--- config.mk ---
export PLATFORM = sky130hd
export DESIGN_NAME = frame_snapshot_ctrl
export DESIGN_NICKNAME = d
export VERILOG_FILES = /design/src/rtl/frame_snapshot_ctrl.sv
export SDC_FILE = /design/constraint.sdc
export NUM_CORES = 1
export LEC_CHECK = 0
export BUFFER_PORTS_ARGS = -buffer_cell sky130_fd_sc_hd__buf_2
export CAP_MARGIN = 10
export CORE_AREA = 2 2 313 315
export DETAILED_ROUTE_END_ITERATION = 10
export DIE_AREA = 0 0 315 317
export SLEW_MARGIN = 20
export SYNTH_ARGS = -nofsm -noshare
export SYNTH_HDL_FRONTEND = slang
export SYNTH_SLANG_ARGS = --single-unit
--- constraint.sdc ---
create_clock -name clk -period 1.7 [get_ports clk]
set_input_delay 0.425 -clock clk [delete_from_list [all_inputs] [get_ports clk]]
set_output_delay 0.425 -clock clk [all_outputs]
set_load 0.01 [all_outputs]
--- src/rtl/frame_snapshot_ctrl.sv ---
// Double-buffered, frame-synchronous snapshot of game state for the VGA pipeline.
// A back bank is filled after each game tick and committed atomically at vblank entry.
module frame_snapshot_ctrl #(
    parameter int unsigned N_OBS      = 10,
    parameter int unsigned X_W        = 10,
    parameter int unsigned Y_W        = 9,
    parameter int unsigned STABLE_DLY = 4,
    parameter int unsigned RST_X      = 700,
    parameter int unsigned RST_Y      = 500,
    parameter int unsigned RST_PLAYER = 240
) (
    input  logic                 clk,
    input  logic                 rst_n_debounced,
    input  logic                 tick_60hz,
    input  logic                 vblank,
    input  logic [N_OBS*X_W-1:0] obs_x_left_in,
    input  logic [N_OBS*X_W-1:0] obs_x_right_in,
    input  logic [N_OBS*Y_W-1:0] obs_y_up_in,
    input  logic [N_OBS*Y_W-1:0] obs_y_down_in,
    input  logic [Y_W-1:0]       player_y_in,
    input  logic [1:0]           gamemode_in,
    output logic [N_OBS*X_W-1:0] obs_x_left_disp,
    output logic [N_OBS*X_W-1:0] obs_x_right_disp,
    output logic [N_OBS*Y_W-1:0] obs_y_up_disp,
    output logic [N_OBS*Y_W-1:0] obs_y_down_disp,
    output logic [Y_W-1:0]       player_y_disp,
    output logic [1:0]           gamemode_disp,
    output logic                 swap_pulse,
    output logic [7:0]           drop_cnt
);

    localparam int unsigned IDX_W = (N_OBS > 1) ? $clog2(N_OBS) : 1;
    localparam int unsigned DLY_W = (STABLE_DLY > 1) ? $clog2(STABLE_DLY) : 1;

    localparam logic [DLY_W-1:0]     DLY_LOAD  = DLY_W'(STABLE_DLY - 1);
    localparam logic [IDX_W-1:0]     IDX_LAST  = IDX_W'(N_OBS - 1);
    localparam logic [N_OBS*X_W-1:0] RST_X_VEC = {N_OBS{X_W'(RST_X)}};
    localparam logic [N_OBS*Y_W-1:0] RST_Y_VEC = {N_OBS{Y_W'(RST_Y)}};
    localparam logic [Y_W-1:0]       RST_P_VEC = Y_W'(RST_PLAYER);

    typedef enum logic [1:0] {StIdle, StSettle, StCopy, StReady} state_t;

    state_t             state_q, state_d;
    logic [DLY_W-1:0]   dly_q, dly_d;
    logic [IDX_W-1:0]   idx_q, idx_d;
    logic               tick_s1_q, tick_s2_q, tick_s3_q, vblank_q;
    logic               tick_det, vb_rise;
    logic               copy_en, commit, drop_inc;

    logic [N_OBS*X_W-1:0] bk_xl_q, bk_xr_q, disp_xl_q, disp_xr_q;
    logic [N_OBS*Y_W-1:0] bk_yu_q, bk_yd_q, disp_yu_q, disp_yd_q;
    logic [Y_W-1:0]       bk_py_q, disp_py_q;
    logic [1:0]           bk_gm_q, disp_gm_q;
    logic                 swap_q;
    logic [7:0]           drop_q;

    // Two flops resolve metastability on the raw tick; the third gives edge detection.
    always_ff @(posedge clk or negedge rst_n_debounced) begin
        if (!rst_n_debounced) begin
            tick_s1_q <= 1'b0;
            tick_s2_q <= 1'b0;
            tick_s3_q <= 1'b0;
            vblank_q  <= 1'b0;
        end else begin
            tick_s1_q <= tick_60hz;
            tick_s2_q <= tick_s1_q;
            tick_s3_q <= tick_s2_q;
            vblank_q  <= vblank;
        end
    end

    assign tick_det = tick_s2_q & ~tick_s3_q;
    assign vb_rise  = vblank & ~vblank_q;

    always_ff @(posedge clk or negedge rst_n_debounced) begin
        if (!rst_n_debounced) begin
            state_q <= StIdle;
            dly_q   <= '0;
            idx_q   <= '0;
        end else begin
            state_q <= state_d;
            dly_q   <= dly_d;
            idx_q   <= idx_d;
        end
    end

    always_comb begin
        state_d  = state_q;
        dly_d    = dly_q;
        idx_d    = idx_q;
        copy_en  = 1'b0;
        commit   = 1'b0;
        drop_inc = 1'b0;
        unique case (state_q)
            StIdle: begin
                if (tick_det) begin
                    state_d = StSettle;
                    dly_d   = DLY_LOAD;
                end
            end
            StSettle: begin
                if (tick_det) begin
                    dly_d = DLY_LOAD;
                end else if (dly_q == '0) begin
                    state_d = StCopy;
                    idx_d   = '0;
                end else begin
                    dly_d = dly_q - 1'b1;
                end
            end
            StCopy: begin
                // A new tick abandons the partial bank; it is fully rewritten later.
                if (tick_det) begin
                    state_d = StSettle;
                    dly_d   = DLY_LOAD;
                end else begin
                    copy_en = 1'b1;
                    if (idx_q == IDX_LAST) begin
                        state_d = StReady;
                    end else begin
                        idx_d = idx_q + 1'b1;
                    end
                end
            end
            StReady: begin
                if (vb_rise) begin
                    commit  = 1'b1;
                    state_d = StIdle;
                end else if (tick_det) begin
                    drop_inc = 1'b1;
                end
                if (tick_det) begin
                    state_d = StSettle;
                    dly_d   = DLY_LOAD;
                end
            end
            default: state_d = StIdle;
        endcase
    end

    always_ff @(posedge clk or negedge rst_n_debounced) begin
        if (!rst_n_debounced) begin
            bk_xl_q <= RST_X_VEC;
            bk_xr_q <= RST_X_VEC;
            bk_yu_q <= RST_Y_VEC;
            bk_yd_q <= RST_Y_VEC;
            bk_py_q <= RST_P_VEC;
            bk_gm_q <= 2'd0;
        end else if (copy_en) begin
            for (int i = 0; i < N_OBS; i++) begin
                if (idx_q == IDX_W'(i)) begin
                    bk_xl_q[i*X_W +: X_W] <= obs_x_left_in[i*X_W +: X_W];
                    bk_xr_q[i*X_W +: X_W] <= obs_x_right_in[i*X_W +: X_W];
                    bk_yu_q[i*Y_W +: Y_W] <= obs_y_up_in[i*Y_W +: Y_W];
                    bk_yd_q[i*Y_W +: Y_W] <= obs_y_down_in[i*Y_W +: Y_W];
                end
            end
            if (idx_q == IDX_LAST) begin
                bk_py_q <= player_y_in;
                bk_gm_q <= gamemode_in;
            end
        end
    end

    always_ff @(posedge clk or negedge rst_n_debounced) begin
        if (!rst_n_debounced) begin
            disp_xl_q <= RST_X_VEC;
            disp_xr_q <= RST_X_VEC;
            disp_yu_q <= RST_Y_VEC;
            disp_yd_q <= RST_Y_VEC;
            disp_py_q <= RST_P_VEC;
            disp_gm_q <= 2'd0;
            swap_q    <= 1'b0;
            drop_q    <= 8'd0;
        end else begin
            swap_q <= commit;
            if (commit) begin
                disp_xl_q <= bk_xl_q;
                disp_xr_q <= bk_xr_q;
                disp_yu_q <= bk_yu_q;
                disp_yd_q <= bk_yd_q;
                disp_py_q <= bk_py_q;
                disp_gm_q <= bk_gm_q;
            end
            if (drop_inc && (drop_q != 8'hFF)) begin
                drop_q <= drop_q + 8'd1;
            end
        end
    end

    assign obs_x_left_disp  = disp_xl_q;
    assign obs_x_right_disp = disp_xr_q;
    assign obs_y_up_disp    = disp_yu_q;
    assign obs_y_down_disp  = disp_yd_q;
    assign player_y_disp    = disp_py_q;
    assign gamemode_disp    = disp_gm_q;
    assign swap_pulse       = swap_q;
    assign drop_cnt         = drop_q;

endmodule
==> results of run 1 <==
per-stage QoR:
stage / setup TNS, ns / std cells / util / power (W) / worst slack, ns
after CTS: -31.10 / 4470 / 0.484 / 0.0748 / -0.145
after global placement: -46.40 / 3875 / 0.389 / 0.0485 / -0.188
after floorplan: -0.636 / 1757 / - / 0.0403 / -0.0334
after global routing: -40.26 / 4494 / 0.488 / 0.0779 / -0.157
final: -6.48 / 4494 / 0.488 / 0.0743 / -0.0755
after detailed placement: -53.29 / 3875 / 0.389 / 0.0494 / -0.195
report_power, final:
group	total [W]	switching [W]	internal (W)	leakage, nW
registers	0.0327	0.00405	0.0286	8.95
logic	0.0216	0.00873	0.0129	10.7
clock network	0.0200	0.00784	0.0121	1.51
worst max-delay path, cell delays in order, from the launching register on:
cell	delay [ns]
dfrtp_1	0.42
nor3_4	0.24
buf_6	0.14
buf_12	0.11
nand3_2	0.10
buf_12	0.18
buf_12	0.15
mux2_1	0.31
sequential cells by signal (all words and copies together) (netlist names), 2 cells and up:
signal,count
bk_xl_q,100
bk_xr_q,100
obs_x_left_disp,100
obs_x_right_disp,100
bk_yd_q,90
bk_yu_q,90
obs_y_down_disp,90
obs_y_up_disp,90
bk_py_q,9
player_y_disp,9
drop_cnt,8
idx_q,4
bk_gm_q,2
dly_q,2
gamemode_disp,2
state_q,2
metal layers:
| layer | track usage | up-vias | part of all wire |
|---|---|---|---|
| met5 | 0 | - | 0 |
| met4 | 0.0913 | 0 | 0.049 |
| met2 | 0.305 | 621 | 0.52 |
| met1 | 0.190 | 10300 | 0.37 |
| li1 | - | 8989 | - |
| met3 | 0.0425 | 229 | 0.054 |
cell type report:
type / count / area [um2]
antenna: 6 / 15.0
clock buffer: 133 / 2590
clock inverter: 35 / 483
fill: 7983 / 49300
inverter: 9 / 33.8
multi-input combinational: 859 / 9530
sequential: 803 / 20700
tap: 1276 / 1600
timing repair buffer: 1373 / 12000
placed cells by master, fill, tap and decap left out, types with 3 or more instances in the layout:
cell	count
clkbuf_16	94
nand3_1	5
nor2_1	5
mux2_4	3
clkinv_2	15
clkbuf_1	25
buf_16	11
nor2b_2	3
nand3_2	4
xnor2_1	3
dfrtp_1	314
buf_2	541
mux2_1	10
clkbuf_8	18
nand3_4	7
buf_8	3
xor2_1	3
buf_4	91
bufinv_16	10
dfstp_2	488
a21oi_1	5
diode_2	6
ha_1	4
inv_6	3
mux2_2	772
nand2_1	9
clkinv_8	3
inv_1	9
buf_12	58
buf_6	271
dlygate4sd3_1	394
worst min path at each step:
stage | start | end | slack, ns
finish | rst_n_debounced | bk_xr_q[18]$_DFFE_PN0P_ | 0.32
global route | rst_n_debounced | bk_xr_q[11]$_DFFE_PN0P_ | 0.28
CTS | rst_n_debounced | bk_xr_q[18]$_DFFE_PN0P_ | 0.26
detailed placement | tick_s1_q$_DFF_PN0_ | tick_s2_q$_DFF_PN0_ | 0.33
global placement | tick_s1_q$_DFF_PN0_ | tick_s2_q$_DFF_PN0_ | 0.34
floorplan | rst_n_debounced | bk_gm_q[0]$_DFFE_PN0P_ | 0.13
timing repair:
item,in CTS,in global routing
cloned,11,6
gates resized for setup,412,29
pin swaps,3,5
endpoints found under the hold margin,454,0
setup endpoints to repair,500,782
setup buffers,22,14
hold buffers,394,0
logic make-up (layout without fill, tap and decap cells):
kind of cell / after synthesis / after routing
flip-flops: 803 / 803
XOR/XNOR: 7 / 7
AO/OA/AOI/OAI: 10 / 10
adder cells (fa/ha/maj): 6 / 6
multiplexers: 786 / 786
other: 0 / 6
buffers and inverters: 95 / 1550
AND/OR/NAND/NOR: 50 / 50
==> metrics.md, run 1 <==
| Metric | Value |
|---|---|
| Status | `finished, violations left` |
| Failing checks | `setup timing` |
| Worst VDD drop | `0.00101 V` |
| Worst reg2reg startpoint | `state_q[0]$_DFFE_PN0P_` |
| Die Y-Extent | `317 um` |
| H-tree Lvls | `3` |
| Area contributors post-synth | `dfstp_2, mux2_2, dfrtp_1` |
| WP data arrival | `2.30 ns` |
| Final setup fails | `319` |
| Startpoint types | `register` |
| Post-synth EDFFs | `0` |
| Largest net degree at the start of global routing | `61` |
| WHS | `0.320 ns` |
| Gpl congestion | `0.810` |
| Worst setup path endpoint | `bk_xl_q[78]$_DFFE_PN0P_` |
| Syn_nets | `2,158` |
| Starting DRC count in detailed routing | `648` |
| Final hold vios | `0` |
| P per Cell Area | `1580 nW/um2` |
| CTS Buffer Depth | `3` |
| R2r setup slk | `-0.08 ns` |
| Worst r2r path cells | `7` |
| Post-route ant nets | `0` |
| Post-layout minimum cycle time | `1.78 ns` |
| CTS tree | `yes` |
| All-Layer GR Usage | `0.172` |
| Vias per cell | `4.48` |
| Largest area contributor in the netlist | `dfstp_2` |
| Worst Tran Pin Value | `0.442 ns` |
| Root Buffer | `clkbuf_16` |
| Die Footprint | `99,900 um2` |
| Setup CP Type | `reg2reg` |
| Worst setup EP type | `register` |
| Adder-cell share of the synthesized area | `0.00246` |
| Final WL | `88.7 mm` |
| Hold WC Path Type | `in2async` |
| DRC violations left | `0` |
| Leak Pwr | `21.1 nW` |
| Dpl hpwl | `61.6 mm` |
| Main combinational cell family by area after synthesis | `multiplexers` |
| CTS Buf Count | `89` |
| # IOs | `795` |
| RR Endpoint | `bk_xl_q[78]$_DFFE_PN0P_` |
| Syn_area_per_cell | `17.3 um2` |
| Final #Nets | `3,536` |
| Register bit total from synthesis | `803` |
| Worst relative slew slack | `0.705` |
| Synth Area in XOR/XNOR | `0.00201` |
| Synthesized cell area | `30,500 um2` |
| Worst-path maximum fanout | `10` |
| Max-cap viol count | `0` |
| Mux contribution to synthesized area | `0.290` |
| Post-synth ARST share | `1.00` |
| Post-Synth Simple-Gate Area | `0.00915` |
| Clk sink count | `803` |
| Starting Density | `0.317` |
| Initial antenna violation count | `6` |
| Final worst slack | `-0.0755 ns` |
| Post-route design area | `47,000 um2` |
| Vias in the first global route | `22,900` |
| Core region area | `96,300 um2` |
| Synth Warn # | `0` |
| Yosys cell types | `33` |
| Top-count cell post-synth | `mux2_2` |
| Achievable Freq | `563 MHz` |
| IO buf count | `794` |
| First-pass GRT wire length | `132 mm` |
| Commonest cells in the netlist | `mux2_2, dfstp_2, dfrtp_1` |
| Final Max Slew Viols | `0` |
| RSZ-0062 raised after global routing | `true` |
| Grt ovf | `0` |
| DIE WIDTH | `315 um` |
| Critical path startpoint | `state_q[0]$_DFFE_PN0P_` |
| Core Rows | `114` |
| Dpl cell area | `37,500 um2` |
| Layout cells sized above 1 | `0.751` |
| Clk slew on worst S/H paths | `0.06 ns` |
| Share of the synthesized area in the top cell type | `0.421` |
| WL/cell | `19.7 um` |
| CP Data Required Time | `2.23 ns` |
| Top FF cell, synth | `dfstp_2` |
| Compound-Gate Fraction of Synth Area | `0.00222` |
| Via count | `20,100` |
| 1st-pass router iterations | `4` |
| Register area share after synthesis | `0.679` |
| Tcrit/Tclk final | `1.04` |
| Final Skew | `0.0240 ns` |
| Cell count after synthesis | `1,757` |
| Area Growth Syn to Fin | `54.1%` |
| Worst skew pair latency | `0.66 ns` |
(Power assumes the default switching activity.)
==> inputs of run 2 (changes only) <==
--- a/config.mk
+++ b/config.mk
@@ -7,9 +7,9 @@
 export LEC_CHECK = 0
 export BUFFER_PORTS_ARGS = -buffer_cell sky130_fd_sc_hd__buf_2
 export CAP_MARGIN = 10
-export CORE_AREA = 2 2 313 315
+export CORE_AREA = 8 8 302 304
 export DETAILED_ROUTE_END_ITERATION = 10
-export DIE_AREA = 0 0 315 317
+export DIE_AREA = 0 0 310 312
 export SLEW_MARGIN = 20
 export SYNTH_ARGS = -nofsm -noshare
 export SYNTH_HDL_FRONTEND = slang
==> run 2 against run 1 <==
The flow still finishes with violations (setup timing). Via count decreased by 4.0%. Largest cell class unchanged. Clock-buffer cell count unchanged. Largest power group unchanged. Register-to-register slack about the same. Critical endpoint is now bk_xl_q[98]$_DFFE_PN0P_. First-iteration DRC count increased by 23%. Sequential cell count unchanged.
==> metrics.md, run 2 (synthesis gave the netlist of run 1 again) <==
| Metric | Value |
|---|---|
| # IOs | `795` |
| IO buf count | `794` |
| Post-route design area | `44,400 um2` |
| 1st-pass router iterations | `4` |
| Most common cell after layout, fill and taps aside | `mux2_2` |
| Hold path endpoint | `bk_xr_q[58]$_DFFE_PN0P_` |
| WL/cell | `21.6 um` |
| Tcrit/Tclk final | `1.04` |
| Worst relative slew slack | `0.646` |
| DIE WIDTH | `310 um` |
| Worst reg2reg startpoint | `tick_s2_q$_DFF_PN0_` |
| Setup TNS | `-5.58 ns` |
| Commonest cells after routing, fill and taps aside | `mux2_2, buf_2, dfstp_2, dfrtp_1, dlygate4sd3_1` |
| Largest net degree at the start of global routing | `101` |
| RSZ-0062 raised after global routing | `true` |
| Post-route core utilization | `0.515` |
| Gpl congestion | `0.821` |
| WP data arrival | `2.27 ns` |
| CP Data Required Time | `2.20 ns` |
| CTS tree | `yes` |
| Final Max Slew Viols | `0` |
| Area Growth Syn to Fin | `45.7%` |
| Setup CP Type | `reg2reg` |
| Leak Pwr | `20.1 nW` |
| Worst setup EP type | `register` |
| Dpl hpwl | `65.1 mm` |
| R2r setup slk | `-0.08 ns` |
| Starting Density | `0.354` |
| Status | `finished, violations left` |
| Post-layout minimum cycle time | `1.78 ns` |
| Worst path slowest cell | `dfrtp_2` |
| Post-route ant nets | `0` |
| Failing checks | `setup timing` |
| First-pass GRT wire length | `133 mm` |
| Worst-path maximum fanout | `8` |
| Achievable Freq | `563 MHz` |
| Hold Startpoint | `obs_x_right_in[58]` |
| Die Footprint | `96,700 um2` |
| P per Cell Area | `1640 nW/um2` |
| Clk slew on worst S/H paths | `0.06 ns` |
| Startpoint types | `register` |
| Final #Nets | `3,344` |
| CP Cell Sequence | `nor2b_4, nor3_4, buf_6, nand3_4, buf_12, clkbuf_16, mux2_2` |
| Hold Path Depth | `2` |
| Final Skew | `0.0300 ns` |
| Worst Tran Pin Value | `0.530 ns` |
| Layout cells sized above 1 | `0.785` |
| Starting DRC count in detailed routing | `796` |
| Worst r2r path cells | `7` |
| Worst skew pair latency | `0.64 ns` |
| Vias per cell | `4.62` |
| Final hold vios | `0` |
| Core region area | `86,200 um2` |
| All-Layer GR Usage | `0.176` |
| Grt ovf | `0` |
| CP max stage delay | `0.43 ns` |
| CTS Buffer Depth | `3` |
| Clk sink count | `803` |
| Hold WC Path Type | `in2reg` |
| Die Y-Extent | `312 um` |
| Core Rows | `108` |
| Via count | `19,300` |
| DRC violations left | `0` |
| RR Endpoint | `bk_xl_q[98]$_DFFE_PN0P_` |
| H-tree Lvls | `3` |
| CTS Buf Count | `87` |
| Worst VDD drop | `0.000898 V` |
| Final worst slack | `-0.0763 ns` |
| Max-cap viol count | `0` |
| Dpl cell area | `37,000 um2` |
| Vias in the first global route | `22,000` |
| Root Buffer | `clkbuf_16` |
| Initial antenna violation count | `16` |
| Final setup fails | `291` |
| Final WL | `90.1 mm` |
==> run 2: cell count changes in the layout (fill, tap and decap cells not counted), moves of 9 or more <==
cell,before,now
buf_6,271,237
buf_12,58,45
buf_4,91,78
buf_16,11,2
buf_2,541,573
dlygate4sd3_1,394,239
==> run 2: cell type report <==
type	count	area, um2
Antenna cell	11	27.5
Clock buffer	133	2530
Inverter	9	33.8
Timing Repair Buffer	1183	9680
Fill cell	7190	41800
Tap cell	1155	1450
Sequential cell	803	20700
Clock inverter	29	450
Multi-Input combinational cell	859	9530
==> run 2: repair_timing <==
action / 4_1_cts / 5_1_grt
hold buffers: 239 / 0
pin swaps: 0 / 6
hold endpoints to repair: 286 / 0
cloned: 2 / 11
setup endpoints to repair: 1031 / 631
buffers inserted: 2 / 19
resized for setup: 112 / 284
==> run 2: metal layers <==
metal,GRT usage,wire [um],up-vias
met5,0,38,-
met4,0.0747,4030,6
met3,0.0514,6370,199
met2,0.317,47600,608
met1,0.190,32200,9913
li1,-,-,8615
==> run 2: critical path, delay by kind of cell, from the launching register on <==
kind / cells / cell delay [ns]
buffers and inverters: 3 / 0.55
flip-flops: 1 / 0.43
multiplexers: 1 / 0.28
AND/OR/NAND/NOR: 3 / 0.39
==> run 2: how the worst max path moves through the flow <==
stage	startpoint	end	slack, ns	cells past startpoint
after floorplan	state_q[0]$_DFFE_PN0P_	bk_xr_q[46]$_DFFE_PN0P_	-0.03	6
after global placement	vblank	obs_x_left_disp[18]$_DFFE_PN0P_	-0.35	6
after detailed placement	vblank	obs_x_right_disp[50]$_DFFE_PN0P_	-0.38	6
after CTS	tick_s2_q$_DFF_PN0_	bk_yd_q[82]$_DFFE_PN0P_	-0.12	6
after global routing	tick_s2_q$_DFF_PN0_	bk_yd_q[21]$_DFFE_PN0P_	-0.14	7
final	tick_s2_q$_DFF_PN0_	bk_xl_q[98]$_DFFE_PN0P_	-0.08	7
==> run 2: power by group <==
part           total, W  internal, W  switching [W]
registers        0.0328       0.0286        0.00415
logic            0.0206       0.0120        0.00857
clock network    0.0195       0.0117        0.00775
==> run 2: through the flow <==
stage	hold WS, ns	power [W]	cells	setup slack [ns]
CTS	0.000125	0.0709	4141	-0.122
global placement	0.318	0.0489	3737	-0.349
global route	0.000302	0.0763	4181	-0.143
finish	0.0398	0.0728	4182	-0.0763
detailed placement	0.321	0.0497	3737	-0.379
floorplan	0.129	0.0403	1757	-0.0334
==> inputs of run 3 (changes only) <==
--- a/config.mk
+++ b/config.mk
@@ -5,11 +5,12 @@
 export SDC_FILE = /design/constraint.sdc
 export NUM_CORES = 1
 export LEC_CHECK = 0
+export ABC_AREA = 1
 export BUFFER_PORTS_ARGS = -buffer_cell sky130_fd_sc_hd__buf_2
 export CAP_MARGIN = 10
-export CORE_AREA = 8 8 302 304
+export CORE_AREA = 8 8 306 308
 export DETAILED_ROUTE_END_ITERATION = 10
-export DIE_AREA = 0 0 310 312
+export DIE_AREA = 0 0 314 316
 export SLEW_MARGIN = 20
 export SYNTH_ARGS = -nofsm -noshare
 export SYNTH_HDL_FRONTEND = slang
==> run 3 against run 2 <==
Sequential share of layout area fell by 3.0 points. Global-route usage increased by 2.1 points. Total power grew 4.6%. Sequential power increased by 3%. Die area rose by 2.6%. Area after synthesis grew 3.3%. Clock power hardly changed. Largest power group unchanged. Largest cell class unchanged. First-iteration DRC count up 150%. Clock-buffer cell count increased by 1. Combinational power is 12% higher. Critical path depth fell by 6. Critical endpoint is now obs_x_right_disp[39]. The flow still finishes with violations (setup timing).
==> metrics.md, run 3 <==
| Metric | Value |
|---|---|
| WL/cell | `18.6 um` |
| FILL cells | `7,688` |
| Register area share after synthesis | `0.657` |
| Met3 Track Usage GR | `0.0452` |
| Clk slew on worst S/H paths | `0.06 ns` |
| Synth Warn # | `0` |
| Most common cell after layout, fill and taps aside | `nand2_1` |
| # IOs | `795` |
| Final WL | `110 mm` |
| CP bufs+invs | `1` |
| Post-route ant nets | `0` |
| M2 GR Usage | `0.323` |
| Worst skew pair latency | `0.64 ns` |
| Starting DRC count in detailed routing | `1,964` |
| Commonest cells in the netlist | `nand2_1, dfstp_2, inv_1` |
| P per Cell Area | `1610 nW/um2` |
| Most Used Layer, Global Route | `met2` |
| Placed Cells | `5,343` |
| Core Rows | `110` |
| CTS tree | `yes` |
| Final worst slack | `-0.0774 ns` |
| First-pass GRT wire length | `156 mm` |
| Core region area | `89,000 um2` |
| Met1 usage | `0.240` |
| Hold WC Path Type | `in2reg` |
| Top FF cell, synth | `dfstp_2` |
| Post-synth EDFFs | `0` |
| Root Buffer | `clkbuf_16` |
| Clk sink count | `803` |
| H-tree Lvls | `3` |
| Worst path slowest cell | `dfstp_2` |
| Reg area | `20,700 um2` |
| Top-count cell post-synth | `nand2_1` |
| Share of the synthesized area in the top cell type | `0.407` |
| CP max stage delay | `0.60 ns` |
| Initial antenna violation count | `7` |
| Vias in the first global route | `27,600` |
| Worst Tran Pin Value | `0.467 ns` |
| Yosys cell types | `26` |
| Layout cells sized above 1 | `0.387` |
| Final #Nets | `5,041` |
| Delay-heaviest family, CP | `flip-flops` |
| DIE WIDTH | `314 um` |
| Setup CP Type | `reg2out` |
| Worst-path maximum fanout | `2` |
| Syn_area_per_cell | `9.25 um2` |
| Synthesized cell area | `31,500 um2` |
| Worst setup EP type | `primary output` |
| Worst relative slew slack | `0.689` |
| Register bit total from synthesis | `803` |
| WHS | `0.0284 ns` |
| Achievable Freq | `563 MHz` |
| Area contributors post-synth | `dfstp_2, dfrtp_1, nand2_1` |
| WP data arrival | `1.35 ns` |
| Area Growth Syn to Fin | `50.6%` |
| Commonest cells after routing, fill and taps aside | `nand2_1, buf_2, dfstp_2, inv_1, dfrtp_1` |
| Worst VDD drop | `0.00107 V` |
| Leak Pwr | `25.1 nW` |
| Dpl hpwl | `69.6 mm` |
| DRC violations left | `0` |
| Tcrit/Tclk final | `1.05` |
| Largest net degree at the start of global routing | `85` |
| CTS Buf Count | `87` |
| CP Data Required Time | `1.27 ns` |
| All-Layer GR Usage | `0.197` |
| RSZ-0062 raised after global routing | `true` |
| IO buf count | `794` |
| Startpoint types | `register` |
| CTS Buffer Depth | `3` |
| Die Footprint | `99,200 um2` |
| Starting Density | `0.354` |
| Final Skew | `0.0254 ns` |
| Via count | `27,400` |
| Status | `finished, violations left` |
| Post-layout minimum cycle time | `1.78 ns` |
| Failing checks | `setup timing` |
| Final hold vios | `0` |
| Layout Cells excl Fill | `5,897` |
| Final Max Slew Viols | `0` |
| Gpl congestion | `0.841` |
| 1st-pass router iterations | `7` |
| CP Cell Sequence | `buf_6` |
| Post-synth ARST share | `1.00` |
| Largest area contributor in the netlist | `dfstp_2` |
| Syn_nets | `3,805` |
| Setup TNS | `-3.49 ns` |
| Die Y-Extent | `316 um` |
| Multi-input logic area | `9080 um2` |
| Max-cap viol count | `0` |
| Vias per cell | `4.64` |
| Grt ovf | `0` |
| Final setup fails | `201` |
| Cell count after synthesis | `3,404` |
[run 3: changes by cell type after synthesis, sizes merged, moves of 43 or more]
cell    delta
nor2      +43
clkbuf    +60
inv      +394
nand2   +1492
o21ai    +392
mux2     -785
[run 3: logic make-up after synthesis]
| kind of cell | Yosys count | share of synthesized area |
|---|---|---|
| buffers and inverters | 573 | 0.0727 |
| adder cells (fa/ha/maj) | 6 | 0.00238 |
| AND/OR/NAND/NOR | 1580 | 0.193 |
| XOR/XNOR | 8 | 0.00222 |
| flip-flops | 803 | 0.657 |
| AO/OA/AOI/OAI | 434 | 0.0726 |
[run 3: tightest hold or removal path: cells and delay by family]
kind,cells,cell delay (ns)
buffers and inverters,2,0.15
AOI/OAI and AO/OA,1,0.07
[run 3: area by class of cell]
type | instances | share of cell area
multi-input cells | 2028 | 0.191
clock buffers | 134 | 0.0541
diodes | 7 | 0.000369
repair buffers | 1317 | 0.247
inverters | 403 | 0.0320
flip-flops and latches | 803 | 0.436
clock inverters | 29 | 0.00786
well taps | 1176 | 0.0310
[run 3: metrics by stage]
stage | instance area (um2) | util | setup WS (ns) | power [W]
3_3_place_gp | 38000 | 0.427 | 0.00235 | 0.0512
3_5_place_dp | 38000 | 0.427 | -0.0600 | 0.0516
6_report | 47400 | 0.533 | -0.0774 | 0.0762
5_1_grt | 47400 | 0.533 | -0.116 | 0.0804
4_1_cts | 45700 | 0.513 | -0.127 | 0.0760
2_1_floorplan | 31500 | - | 0.146 | 0.0415
[run 3: repair_timing]
action                                  CTS  global route
hold endpoints to repair                406             1
buffers inserted                         25            23
endpoints found under the setup margin  259           475
hold buffers                            293             1
resized for setup                       304           199
pin swaps                                 1             5
gates cloned                              3            42
[run 3: per-layer routing]
metal | vias up | share of wire | routed length [um]
li1 | 12800 | - | -
met1 | 13200 | 0.41 | 44700
met2 | 1015 | 0.48 | 52400
met3 | 328 | 0.060 | 6590
met4 | 2 | 0.054 | 5880
met5 | - | 0.000073 | 8
[run 3: power breakdown]
part | total [W] | leakage [nW] | internal (W) | switching, W
registers | 0.0339 | 8.66 | 0.0288 | 0.00510
logic | 0.0231 | 15.0 | 0.0117 | 0.0113
clock network | 0.0192 | 1.43 | 0.0111 | 0.00810
[run 3: final timing paths]
| check | start | end | slack, ns | depth (start not counted) |
|---|---|---|---|---|
| worst min-delay path | obs_y_up_in[80] | bk_yu_q[80]$_DFFE_PN1P_ | 0.03 | 3 |
| min in group asynchronous | rst_n_debounced | bk_xl_q[82]$_DFFE_PN1P_ | 0.48 | 2 |
| worst max-delay path | obs_x_right_disp[39]$_DFFE_PN1P_ | obs_x_right_disp[39] | -0.08 | 1 |
| worst min register to register | tick_s1_q$_DFF_PN0_ | tick_s2_q$_DFF_PN0_ | 0.35 | 0 |
| max in group asynchronous | rst_n_debounced | obs_y_up_disp[52]$_DFFE_PN1P_ | 0.64 | 4 |
| worst max register to register | state_q[0]$_DFFE_PN0P_ | bk_yu_q[63]$_DFFE_PN0P_ | -0.05 | 10 |
